==> src/rtl/osd_regaccess_arb_pkg.sv <==
// Shared register-access constants and the arbiter state encoding.
package osd_regaccess_pkg;
    localparam int unsigned REG_ADDR_W = 16;
    localparam int unsigned REG_DATA_W = 16;
    localparam int unsigned REG_SIZE_W = 2;

    typedef enum logic [1:0] {
        IDLE,
        ACCESS,
        DONE
    } regaccess_state_t;
endpackage

==> src/rtl/osd_regaccess_arb_if.sv <==
// Requester-side and decode-side signals of the shared register-access port.
interface osd_regaccess_arb_if #(
    parameter int unsigned NUM_REQ = 2
);
    import osd_regaccess_pkg::*;

    logic [NUM_REQ-1:0]            req_request;
    logic [NUM_REQ-1:0]            req_write;
    logic [NUM_REQ*REG_ADDR_W-1:0] req_addr;
    logic [NUM_REQ*REG_SIZE_W-1:0] req_size;
    logic [NUM_REQ*REG_DATA_W-1:0] req_wdata;
    logic [NUM_REQ-1:0]            req_ack;
    logic                          req_err;
    logic [REG_DATA_W-1:0]         req_rdata;

    logic                          tgt_request;
    logic                          tgt_write;
    logic [REG_ADDR_W-1:0]         tgt_addr;
    logic [REG_SIZE_W-1:0]         tgt_size;
    logic [REG_DATA_W-1:0]         tgt_wdata;
    logic                          tgt_ack;
    logic                          tgt_err;
    logic [REG_DATA_W-1:0]         tgt_rdata;

    // Arbiter side.
    modport slave (
        input  req_request, req_write, req_addr, req_size, req_wdata,
        output req_ack, req_err, req_rdata,
        output tgt_request, tgt_write, tgt_addr, tgt_size, tgt_wdata,
        input  tgt_ack, tgt_err, tgt_rdata
    );

    // Requesters plus register decode.
    modport master (
        output req_request, req_write, req_addr, req_size, req_wdata,
        input  req_ack, req_err, req_rdata,
        input  tgt_request, tgt_write, tgt_addr, tgt_size, tgt_wdata,
        output tgt_ack, tgt_err, tgt_rdata
    );
endinterface

==> src/rtl/osd_rr_arbiter.sv <==
// Combinational round-robin pick: first set request at or after ptr, wrapping at N.
module osd_rr_arbiter #(
    parameter int unsigned N = 2
) (
    input  logic [N-1:0]         req,
    input  logic [$clog2(N)-1:0] ptr,
    output logic                 valid,
    output logic [N-1:0]         grant,
    output logic [$clog2(N)-1:0] idx
);
    localparam int unsigned IDX_W = $clog2(N);

    logic [IDX_W:0]   cand;
    logic [IDX_W-1:0] c;

    always_comb begin
        valid = 1'b0;
        grant = '0;
        idx   = '0;
        cand  = '0;
        c     = '0;
        for (int unsigned i = 0; i < N; i++) begin
            cand = {1'b0, ptr} + (IDX_W+1)'(i);
            if (cand >= (IDX_W+1)'(N)) begin
                cand = cand - (IDX_W+1)'(N);
            end
            c = cand[IDX_W-1:0];
            if (!valid && req[c]) begin
                valid    = 1'b1;
                grant[c] = 1'b1;
                idx      = c;
            end
        end
    end
endmodule

==> src/rtl/osd_regaccess_arb.sv <==
// Round-robin share of one register-access port among NUM_REQ requesters, with a
// watchdog that turns a silent register decode into an error response.
module osd_regaccess_arb
    import osd_regaccess_pkg::*;
#(
    parameter int unsigned NUM_REQ = 2,
    parameter int unsigned TIMEOUT = 255
) (
    input  logic               clk,
    input  logic               rst,
    osd_regaccess_arb_if.slave bus,
    output logic               busy
);
    localparam int unsigned     IDX_W   = $clog2(NUM_REQ);
    localparam int unsigned     WD_W    = (TIMEOUT == 0) ? 1 : $clog2(TIMEOUT + 1);
    localparam bit              WD_EN   = (TIMEOUT != 0);
    localparam logic [WD_W-1:0] WD_LAST = WD_W'((TIMEOUT == 0) ? 0 : TIMEOUT - 1);

    regaccess_state_t      state_q, state_d;
    logic [IDX_W-1:0]      ptr_q;
    logic                  gnt_valid;
    logic [NUM_REQ-1:0]    gnt_onehot;
    logic [IDX_W-1:0]      gnt_idx;
    logic [NUM_REQ-1:0]    owner_q;
    logic [WD_W-1:0]       wdog_q;
    logic                  expire;
    logic                  rsp_err_q;
    logic [REG_DATA_W-1:0] rsp_rdata_q;
    logic                  write_q, sel_write;
    logic [REG_ADDR_W-1:0] addr_q, sel_addr;
    logic [REG_SIZE_W-1:0] size_q, sel_size;
    logic [REG_DATA_W-1:0] wdata_q, sel_wdata;

    osd_rr_arbiter #(.N(NUM_REQ)) u_arb (
        .req   (bus.req_request),
        .ptr   (ptr_q),
        .valid (gnt_valid),
        .grant (gnt_onehot),
        .idx   (gnt_idx)
    );

    always_comb begin
        sel_write = 1'b0;
        sel_addr  = '0;
        sel_size  = '0;
        sel_wdata = '0;
        for (int unsigned i = 0; i < NUM_REQ; i++) begin
            if (gnt_idx == IDX_W'(i)) begin
                sel_write = bus.req_write[i];
                sel_addr  = bus.req_addr[i*REG_ADDR_W +: REG_ADDR_W];
                sel_size  = bus.req_size[i*REG_SIZE_W +: REG_SIZE_W];
                sel_wdata = bus.req_wdata[i*REG_DATA_W +: REG_DATA_W];
            end
        end
    end

    assign expire = WD_EN && (wdog_q == WD_LAST);

    always_ff @(posedge clk) begin
        if (!rst) state_q <= IDLE;
        else      state_q <= state_d;
    end

    always_comb begin
        state_d         = state_q;
        bus.tgt_request = 1'b0;
        bus.req_ack     = '0;
        bus.req_err     = 1'b0;
        bus.req_rdata   = '0;
        busy            = (state_q != IDLE);
        case (state_q)
            IDLE:   if (gnt_valid) state_d = ACCESS;
            ACCESS: begin
                bus.tgt_request = 1'b1;
                if (bus.tgt_ack || expire) state_d = DONE;
            end
            DONE: begin
                bus.req_ack   = owner_q;
                bus.req_err   = rsp_err_q;
                bus.req_rdata = rsp_rdata_q;
                state_d       = IDLE;
            end
            default: state_d = IDLE;
        endcase
    end

    // A real ack takes priority over watchdog expiry in the same cycle.
    always_ff @(posedge clk) begin
        if (!rst) begin
            ptr_q       <= '0;
            owner_q     <= '0;
            wdog_q      <= '0;
            rsp_err_q   <= 1'b0;
            rsp_rdata_q <= '0;
            write_q     <= 1'b0;
            addr_q      <= '0;
            size_q      <= '0;
            wdata_q     <= '0;
        end else begin
            case (state_q)
                IDLE: if (gnt_valid) begin
                    ptr_q   <= (gnt_idx == IDX_W'(NUM_REQ - 1)) ? '0 : gnt_idx + 1'b1;
                    owner_q <= gnt_onehot;
                    wdog_q  <= '0;
                    write_q <= sel_write;
                    addr_q  <= sel_addr;
                    size_q  <= sel_size;
                    wdata_q <= sel_wdata;
                end
                ACCESS: begin
                    if (wdog_q != '1) wdog_q <= wdog_q + 1'b1;
                    if (bus.tgt_ack) begin
                        rsp_err_q   <= bus.tgt_err;
                        rsp_rdata_q <= bus.tgt_rdata;
                    end else if (expire) begin
                        rsp_err_q   <= 1'b1;
                        rsp_rdata_q <= '0;
                    end
                end
                default: ;
            endcase
        end
    end

    assign bus.tgt_write = write_q;
    assign bus.tgt_addr  = addr_q;
    assign bus.tgt_size  = size_q;
    assign bus.tgt_wdata = wdata_q;
endmodule

==> src/flat_wrapper.sv <==
// flat-port wrapper written by rule: the top's interface ports become plain ports
module osd_regaccess_arb_flat import osd_regaccess_pkg::*;
#(
    parameter int unsigned NUM_REQ = 2,
    parameter int unsigned TIMEOUT = 255
)
  (clk, rst, busy, bus_req_request, bus_req_write, bus_req_addr, bus_req_size, bus_req_wdata, bus_req_ack, bus_req_err, bus_req_rdata, bus_tgt_request, bus_tgt_write, bus_tgt_addr, bus_tgt_size, bus_tgt_wdata, bus_tgt_ack, bus_tgt_err, bus_tgt_rdata);
  osd_regaccess_arb_if #(.NUM_REQ(NUM_REQ)) bus_i ();
  input  logic clk;
  input  logic rst;
  output logic busy;
  input wire logic [$bits(bus_i.req_request)-1:0] bus_req_request;
  input wire logic [$bits(bus_i.req_write)-1:0] bus_req_write;
  input wire logic [$bits(bus_i.req_addr)-1:0] bus_req_addr;
  input wire logic [$bits(bus_i.req_size)-1:0] bus_req_size;
  input wire logic [$bits(bus_i.req_wdata)-1:0] bus_req_wdata;
  output wire logic [$bits(bus_i.req_ack)-1:0] bus_req_ack;
  output wire logic [$bits(bus_i.req_err)-1:0] bus_req_err;
  output wire logic [$bits(bus_i.req_rdata)-1:0] bus_req_rdata;
  output wire logic [$bits(bus_i.tgt_request)-1:0] bus_tgt_request;
  output wire logic [$bits(bus_i.tgt_write)-1:0] bus_tgt_write;
  output wire logic [$bits(bus_i.tgt_addr)-1:0] bus_tgt_addr;
  output wire logic [$bits(bus_i.tgt_size)-1:0] bus_tgt_size;
  output wire logic [$bits(bus_i.tgt_wdata)-1:0] bus_tgt_wdata;
  input wire logic [$bits(bus_i.tgt_ack)-1:0] bus_tgt_ack;
  input wire logic [$bits(bus_i.tgt_err)-1:0] bus_tgt_err;
  input wire logic [$bits(bus_i.tgt_rdata)-1:0] bus_tgt_rdata;
  assign bus_i.req_request = bus_req_request;
  assign bus_i.req_write = bus_req_write;
  assign bus_i.req_addr = bus_req_addr;
  assign bus_i.req_size = bus_req_size;
  assign bus_i.req_wdata = bus_req_wdata;
  assign bus_req_ack = bus_i.req_ack;
  assign bus_req_err = bus_i.req_err;
  assign bus_req_rdata = bus_i.req_rdata;
  assign bus_tgt_request = bus_i.tgt_request;
  assign bus_tgt_write = bus_i.tgt_write;
  assign bus_tgt_addr = bus_i.tgt_addr;
  assign bus_tgt_size = bus_i.tgt_size;
  assign bus_tgt_wdata = bus_i.tgt_wdata;
  assign bus_i.tgt_ack = bus_tgt_ack;
  assign bus_i.tgt_err = bus_tgt_err;
  assign bus_i.tgt_rdata = bus_tgt_rdata;
  osd_regaccess_arb #(.NUM_REQ(NUM_REQ), .TIMEOUT(TIMEOUT)) u_core (.clk(clk), .rst(rst), .bus(bus_i), .busy(busy));
endmodule
==> config.mk <==
export PLATFORM = sky130hd
export DESIGN_NAME = osd_regaccess_arb_flat
export DESIGN_NICKNAME = d
export VERILOG_FILES = /design/src/rtl/osd_regaccess_arb_pkg.sv /design/src/rtl/osd_regaccess_arb_if.sv /design/src/rtl/osd_rr_arbiter.sv /design/src/rtl/osd_regaccess_arb.sv /design/src/flat_wrapper.sv
export SDC_FILE = /design/constraint.sdc
export NUM_CORES = 1
export LEC_CHECK = 0
export CAP_MARGIN = 40
export CORE_ASPECT_RATIO = 1.1
export CORE_UTILIZATION = 62
export CTS_CLUSTER_DIAMETER = 150
export CTS_CLUSTER_SIZE = 12
export DETAILED_ROUTE_END_ITERATION = 6
export DONT_BUFFER_PORTS = 1
export GPL_TIMING_DRIVEN = 0
export PLACE_DENSITY = 0.82
export RECOVER_POWER = 50
export SLEW_MARGIN = 20
export SYNTH_ARGS = -nofsm -noshare
export SYNTH_HDL_FRONTEND = slang
export SYNTH_SLANG_ARGS = --single-unit
==> constraint.sdc <==
create_clock -name clk -period 1.9 [get_ports clk]
set_input_delay 0.19 -clock clk [delete_from_list [all_inputs] [get_ports clk]]
set_output_delay 0.19 -clock clk [all_outputs]
set_load 0.02 [all_outputs]
==> key figures, run 1 <==
Power and ir drop
  • Total power: between 0.003 and 0.004 W
  • Clock power share: between 30% and 40%
  • P per Cell Area: 954 mW/mm^2
  • Comb pwr share: about 14%
  • P_sw: slightly above 0.0009 W
  • Power Internal: 0.00217 W
  • Leak: 1.37 nW
  • Peak supply drop: 0.737 mV
  • Switching part of the total: between 20 and 30%
  • Reg power frac: a little over half

Timing
  • # setup viols final: 0
  • Tightest Pin Transition: ~0.47 ns
  • Clk_skew: roughly 0.0060 ns
  • Final Hold Viols: 0
  • Pins over their slew limit: 0
  • Final period util: 91.1%
  • Peak Freq: approximately 0.58 GHz
  • RSZ-0062 raised after global routing: no
  • Min Hold Slack: 0.0259 ns
  • Period minus WS final: about 1.7 ns
  • Max_slew headroom: between 60% and 70%
  • Setup TNS: 0 ns

Placed design
  • DP HPWL: 4.63 mm
  • DP Area: about 0.0029 mm^2
  • RD Place Congestion: 0.870
  • IO Port Bufs: 0

Routing
  • Iter 0 DRT Violations: 158
  • Vias: approximately 2300
  • Post-DR wirelength/cell: ~17 um
  • Vias per cell: just over 6
  • Final WL: between 6 and 7 mm
  • DRC Markers: 0
  • Routed Antenna Nets: 0
  • Pre-antenna DRT Iters: 4

Setup path
  • Worst Path Buf+Inv: 1
  • Reg2Reg Capture Point: u_core.rsp_rdata_q[12]$_SDFFE_PN0P_
  • CP Cell Sequence: and4_1 > a41oi_2 > o21a_1 > buf_4 > a22o_1
  • CP max stage delay: about 0.43 ns
  • Delay-heaviest family, CP: compound AO/OA/AOI/OAI gates
  • Crit path capture type: flop
  • FF-to-FF path depth: 5
  • Worst path required time: 2.12 ns
  • Critical path arrival: roughly 2.0 ns
  • Maximum fanout along the worst path: 10
  • Setup Crit Path Kind: flop to flop
  • CP max-delay cell: dfxtp_1
  • Reg2reg setup slack: approximately 0.17 ns
  • Reg-to-Reg Start: u_core.wdog_q[4]$_SDFFE_PN0P_
  • CP startpoint kind: flop

Clocking
  • Clk_lat worst skew: between 0.3 and 0.4 ns
  • CTS tree: done
  • Clock Path Buffers: 2
  • CTS buffer count: 9
  • H-tree levels: 3
  • CTS Root Cell: clkbuf_8
  • Clock transition at path regs: roughly 0.070 ns
  • Num Clock Sinks: 65

Cells and area
  • Antenna cells: 0
  • # nets final: between 400 and 500
  • Post-Route Utilization: ~74%
  • Storage cell area: approximately 0.0013 mm^2
  • Layout overhead on the synthesized area: 14.3%
  • Share of cells above drive strength 1: 9.12%
  • Final Cell Area: between 0.003 and 0.004 mm^2
  • Fill cells: around 330
  • Area of the multi-input gates: roughly 0.0014 mm^2

Floorplan
  • Starting Density: 65.2%
  • I/O pin count: between 100 and 150
  • Area of the core: between 0.004 and 0.005 mm^2
  • Die area: roughly 0.0048 mm^2
  • Die Y: 72.9 um
  • Rows: 25
  • Die Span X: 66.4 um

Yosys
  • Net Count, Synth: roughly 390
  • Mean Syn Cell Area: about 9.5 um^2
  • Seq/Total Area, Yosys: about 46%
  • Synthesis Warnings: 0
  • Number of synthesized register bits: 65
  • Synth cell types: 37
  • Synthesized area: 0.00283 mm^2
  • Synth Instances: 299

Run status
  • Status: completed

Global route
  • Initial antenna violation count: 0
  • Vias in the first global route: 2108
  • First-pass GRT wire length: approximately 9.7 mm
  • Total gr overflow: 0
  • Total Routing Usage GR: 26.4%
  • Largest net degree at the start of global routing: 11

Worst hold path
  • Hold WC Path Type: input port to flop
  • Hold depth: 1
  • Hold Startpoint: bus_tgt_rdata[4]
  • Min-Delay Endpoint: u_core.rsp_rdata_q[4]$_SDFFE_PN0P_

Run
  • Max-cap violations: 0
[layout by cell type, fill, tap and decap left out, types with 3 or more instances in the layout]
cell type,count
a211oi_1,35
a21oi_1,6
a22o_1,16
and2_0,8
and2_1,11
and3_1,3
buf_2,8
buf_4,3
clkbuf_1,9
clkbuf_8,10
dfxtp_1,65
dlygate4sd3_1,16
inv_1,4
mux2i_1,35
nand2_1,5
nand3_1,3
nand4_1,3
nor2_1,44
nor3_1,4
o21ai_0,6
or4_1,3
[final cells by class]
type | instances | share of cell area (%)
Buffer | 20 | 3.13
Clock buffer | 12 | 4.48
Clock inverter | 3 | 0.541
Inverter | 5 | 0.580
Multi-Input combinational cell | 208 | 44.0
Sequential cell | 65 | 40.2
Tap cell | 54 | 2.09
Timing Repair Buffer | 16 | 4.95
[metrics by stage]
stage	setup slack, ns	cells
5_1_grt	0.0412	383
3_3_place_gp	0.154	353
4_1_cts	0.000531	384
2_1_floorplan	0.337	299
3_5_place_dp	0.138	353
6_report	0.169	383
[sequential cells by signal, summed over array words and instances, names as in the netlist]
register / flops
u_core.state_q: 2
u_core.bus.tgt_addr: 16
u_core.rsp_err_q: 1
u_core.wdog_q: 8
u_core.ptr_q: 1
u_core.bus.tgt_write: 1
u_core.owner_q: 2
u_core.bus.tgt_wdata: 16
u_core.rsp_rdata_q: 16
u_core.bus.tgt_size: 2
[worst max path at each step]
| stage | to | slack [ns] | cells after the start | start |
|---|---|---|---|---|
| after floorplan | u_core.wdog_q[2]$_SDFFE_PN0P_ | 0.34 | 5 | u_core.wdog_q[0]$_SDFFE_PN0P_ |
| after global placement | u_core.rsp_rdata_q[6]$_SDFFE_PN0P_ | 0.15 | 6 | u_core.state_q[1]$_SDFFE_PN0P_ |
| after detailed placement | u_core.rsp_rdata_q[14]$_SDFFE_PN0P_ | 0.14 | 6 | u_core.state_q[1]$_SDFFE_PN0P_ |
| after CTS | bus_req_rdata[5] | 0.0005 | 3 | u_core.state_q[1]$_SDFFE_PN0P_ |
| after global routing | u_core.bus.tgt_addr[9]$_SDFFE_PN0P_ | 0.04 | 5 | u_core.state_q[0]$_SDFFE_PN0P_ |
| final | u_core.rsp_rdata_q[12]$_SDFFE_PN0P_ | 0.17 | 5 | u_core.wdog_q[4]$_SDFFE_PN0P_ |
[repair_timing]
action,4_1_cts,5_1_grt
setup endpoints to repair,10,19
cloned,0,0
hold buffers,16,0
resized for setup,1,5
setup buffers,0,0
hold endpoints to repair,16,0
[power groups by stage]
stage	clock network, W	logic (W)	registers (W)
floorplan	0	0.000330	0.00167
global placement	0	0.000389	0.00170
detailed placement	0	0.000402	0.00170
CTS	0.000999	0.000428	0.00167
global route	0.00107	0.000477	0.00168
finish	0.000990	0.000429	0.00167
[layer usage]
layer / share of wire [%] / track usage [%] / up-vias
met1: 40 / 31.0 / 1073
li1: - / - / 1137
met5: 0 / 0 / -
met3: 8.4 / 9.53 / 9
met2: 50 / 44.4 / 109
met4: 1.2 / 8.98 / 0
[cell usage after synthesis]
cell type,n,area (um^2)
dfxtp_1,65,1300
nor2_1,44,165
a211oi_1,35,263
mux2i_1,35,350
and2_1,19,119
a22o_1,16,140
buf_2,9,45.0
clkbuf_1,9,33.8
a21oi_1,6,30.0
o21ai_0,6,30.0
nand2_1,5,18.8
inv_1,4,15.0
nor3_1,4,20.0
and3_1,3,18.8
buf_4,3,22.5
nand3_1,3,15.0
nand4_1,3,18.8
or4_1,3,22.5
a31oi_1,2,12.5
ha_1,2,25.0
nand2b_1,2,12.5
nand3b_1,2,15.0
o21a_1,2,15.0
o31ai_1,2,15.0
or2_1,2,12.5
or3_1,2,12.5
a311o_1,1,10.0
a41oi_1,1,8.76
and4_1,1,8.76
inv_2,1,3.75
nor2_4,1,11.3
nor2b_1,1,6.26
nor4_1,1,6.26
o211a_1,1,10.0
o211ai_1,1,7.51
o21ai_1,1,5.00
or2_0,1,6.26
[kinds of logic (layout without fill, tap and decap cells)]
family | count (synthesis) | after routing | synth area share, %
buffers and inverters | 26 | 56 | 4.24
adder cells (fa/ha/maj) | 2 | 2 | 0.883
multiplexers | 35 | 35 | 12.4
AO/OA/AOI/OAI | 74 | 74 | 19.3
AND/OR/NAND/NOR | 97 | 97 | 17.3
flip-flops | 65 | 65 | 45.9
Note: power is estimated with default switching activity, not from simulation.
==> run 2: changes to the inputs <==
--- a/config.mk
+++ b/config.mk
@@ -7,13 +7,14 @@
 export LEC_CHECK = 0
 export CAP_MARGIN = 40
 export CORE_ASPECT_RATIO = 1.1
+export CORE_MARGIN = 1
 export CORE_UTILIZATION = 62
 export CTS_CLUSTER_DIAMETER = 150
 export CTS_CLUSTER_SIZE = 12
 export DETAILED_ROUTE_END_ITERATION = 6
 export DONT_BUFFER_PORTS = 1
 export GPL_TIMING_DRIVEN = 0
-export PLACE_DENSITY = 0.82
+export PLACE_DENSITY = 0.9
 export RECOVER_POWER = 50
 export SLEW_MARGIN = 20
 export SYNTH_ARGS = -nofsm -noshare
==> run 2 against run 1 <==
Compared with the run above:
- hold slack got worse by 0.020 ns
- critical path depth rose by 1
- non-clock buffer count fell by 1
- register-to-register slack got worse by 0.06 ns
- wire length rose by 1.3%
- design area rose by 0.31%
- utilization rose by 0.23 points
- worst setup slack got worse by 0.063 ns
==> key figures, run 2 (synthesized netlist as in run 1, its figures left out) <==
Timing
  • Pins over their slew limit: 0 (unchanged)
  • Period minus WS final: 1.79 ns (+0.0635 ns)
  • Final period util: 94.5% (+3.3 points)
  • Peak Freq: 0.557 GHz (-3.5%)
  • Clk_skew: 0.00589 ns (-0.000157 ns)
  • Setup TNS: 0 ns (unchanged)
  • Final Hold Viols: 0 (unchanged)
  • Tightest Pin Transition: 0.471 ns (+0.00330 ns)
  • Final worst slack: 0.105 ns (-0.0635 ns)
  • RSZ-0062 raised after global routing: no
  • Max_slew headroom: 68.6% (-0.22 points)
  • # setup viols final: 0 (unchanged)

Routing
  • Routed Antenna Nets: 0 (unchanged)
  • Vias per cell: 6.02 (-0.99%)
  • Post-DR wirelength/cell: 17.2 um (+1.3%)
  • Final WL: 6.58 mm (+1.3%)
  • Iter 0 DRT Violations: 209 (+32%)
  • DRC Markers: 0 (unchanged)
  • Pre-antenna DRT Iters: 4 (unchanged)
  • Vias: 2305 (-0.99%)

Clocking
  • CTS tree: done
  • CTS Root Cell: clkbuf_8
  • Num Clock Sinks: 65 (unchanged)
  • Clock Path Buffers: 2 (unchanged)
  • H-tree levels: 3 (unchanged)
  • Clock transition at path regs: 0.06 ns (about the same)
  • Clk_lat worst skew: 0.33 ns (about the same)
  • CTS buffer count: 9 (unchanged)

Setup path
  • Setup Crit Path Kind: flop to flop
  • Worst setup path start: u_core.state_q[0]$_SDFFE_PN0P_
  • Crit path capture type: flop
  • Worst path required time: 2.17 ns (+0.05 ns)
  • Maximum fanout along the worst path: 10 (unchanged)
  • Reg-to-Reg Start: u_core.state_q[0]$_SDFFE_PN0P_
  • CP startpoint kind: flop
  • Critical path arrival: 2.07 ns (+0.12 ns)

Floorplan
  • I/O pin count: 148 (unchanged)
  • Die area: 0.00484 mm^2 (unchanged)
  • Die Span X: 66.4 um (unchanged)
  • Area of the core: 0.00435 mm^2 (unchanged)
  • Die Y: 72.9 um (unchanged)
  • Starting Density: 65.2% (unchanged)
  • Rows: 25 (unchanged)

Power and ir drop
  • Peak supply drop: 0.604 mV (-18%)
  • Leak: 1.38 nW (+0.62%)
  • P per Cell Area: 992 mW/mm^2 (+4.0%)

Cells and area
  • Fin cells: 383 (unchanged)
  • Antenna cells: 0 (unchanged)
  • Commonest non-fill, non-tap cells in the layout: 65 x dfxtp_1, 44 x nor2_1, 35 x mux2i_1, 35 x a211oi_1, 16 x a22o_1
  • Commonest non-fill, non-tap cell in the layout: dfxtp_1
  • Share of cells above drive strength 1: 9.42% (+0.30 points)
  • Final Cell Area: 0.00325 mm^2 (+0.31%)
  • Layout overhead on the synthesized area: 14.7%
  • # nets final: 418 (-0.24%)

Run status
  • Status: completed

Placed design
  • Pre-CTS setup slack: 0.103 ns (-0.0353 ns)
  • DP Area: 0.00290 mm^2 (unchanged)
  • Placed Cells: 353 (unchanged)
  • DP HPWL: 4.68 mm (+1.2%)
  • IO Port Bufs: 0 (unchanged)
  • RD Place Congestion: 0.947 (+8.8%)

Global route
  • Total Routing Usage GR: 27.4% (+0.94 points)
  • Total gr overflow: 0 (unchanged)
  • Largest net degree at the start of global routing: 11 (unchanged)
  • Vias in the first global route: 2078 (-1.4%)
  • First-pass GRT wire length: 9.82 mm (+1.7%)
  • Initial antenna violation count: 0 (unchanged)

Worst hold path
  • Hold Startpoint: bus_tgt_rdata[2]
  • Hold WC Path Type: input port to flop

Run
  • Max-cap violations: 0 (unchanged)
[run 2: layout make-up]
| type | instances | area, um^2 |
|---|---|---|
| clock buffers | 13 | 149 |
| plain buffers | 21 | 103 |
| inverters | 5 | 18.8 |
| flip-flops and latches | 65 | 1300 |
| fillers | 330 | 1100 |
| well taps | 54 | 67.6 |
| clock inverters | 3 | 40.0 |
| repair buffers | 14 | 140 |
| multi-input cells | 208 | 1430 |
[run 2: repair_timing]
action                                  in CTS  in global routing
hold buffers                                12                  2
endpoints found under the hold margin       12                  2
buffers inserted                             0                  0
gates cloned                                 0                  0
resized for setup                            1                  5
endpoints found under the setup margin      10                 20
[run 2: routing by layer]
metal / share of wire [%] / track usage, %
met1: 40 / 32.5
met4: 1.7 / 12.1
met5: 0 / 0
met3: 8.2 / 7.66
met2: 50 / 45.9
[run 2: through the flow]
stage                     utilization (%)  total power, W  hold slack [ns]
after CTS                            73.9         0.00322          0.00101
final                                74.7         0.00322          0.00615
after floorplan                         -         0.00200            0.323
after detailed placement             66.7         0.00210            0.326
after global routing                 74.7         0.00336         0.000620
after global placement               66.7         0.00209            0.323
[run 2: worst paths after layout]
kind | endpoint | slack [ns] | cells past startpoint
setup / recovery | u_core.rsp_rdata_q[12]$_SDFFE_PN0P_ | 0.11 | 6
hold / removal | u_core.rsp_rdata_q[2]$_SDFFE_PN0P_ | 0.006 | 1
setup reg to reg | u_core.rsp_rdata_q[12]$_SDFFE_PN0P_ | 0.11 | 6
hold reg to reg | u_core.owner_q[1]$_SDFFE_PN0P_ | 0.47 | 2
[run 2: power by group]
group          internal [W]  switching [W]  leakage, nW
Sequential          0.00148       0.000192        0.535
Clock              0.000639       0.000483       0.0974
Combinational      0.000184       0.000242        0.749
Total               0.00230       0.000917         1.38
[run 2: worst max-delay path, cell delays in order, from the launching register on]
cell and delay (ns):
dfxtp_1 0.48, nand2b_2 0.18, inv_2 0.20, and3_1 0.18, clkbuf_1 0.24, buf_2 0.27, a22o_1 0.18
==> run 3: changes to the inputs <==
--- a/config.mk
+++ b/config.mk
@@ -10,7 +10,6 @@
 export CORE_MARGIN = 1
 export CORE_UTILIZATION = 62
 export CTS_CLUSTER_DIAMETER = 150
-export CTS_CLUSTER_SIZE = 12
 export DETAILED_ROUTE_END_ITERATION = 6
 export DONT_BUFFER_PORTS = 1
 export GPL_TIMING_DRIVEN = 0
==> results of run 3 <==
No change in the layout: final DEF, timing and power equal those of run 2.
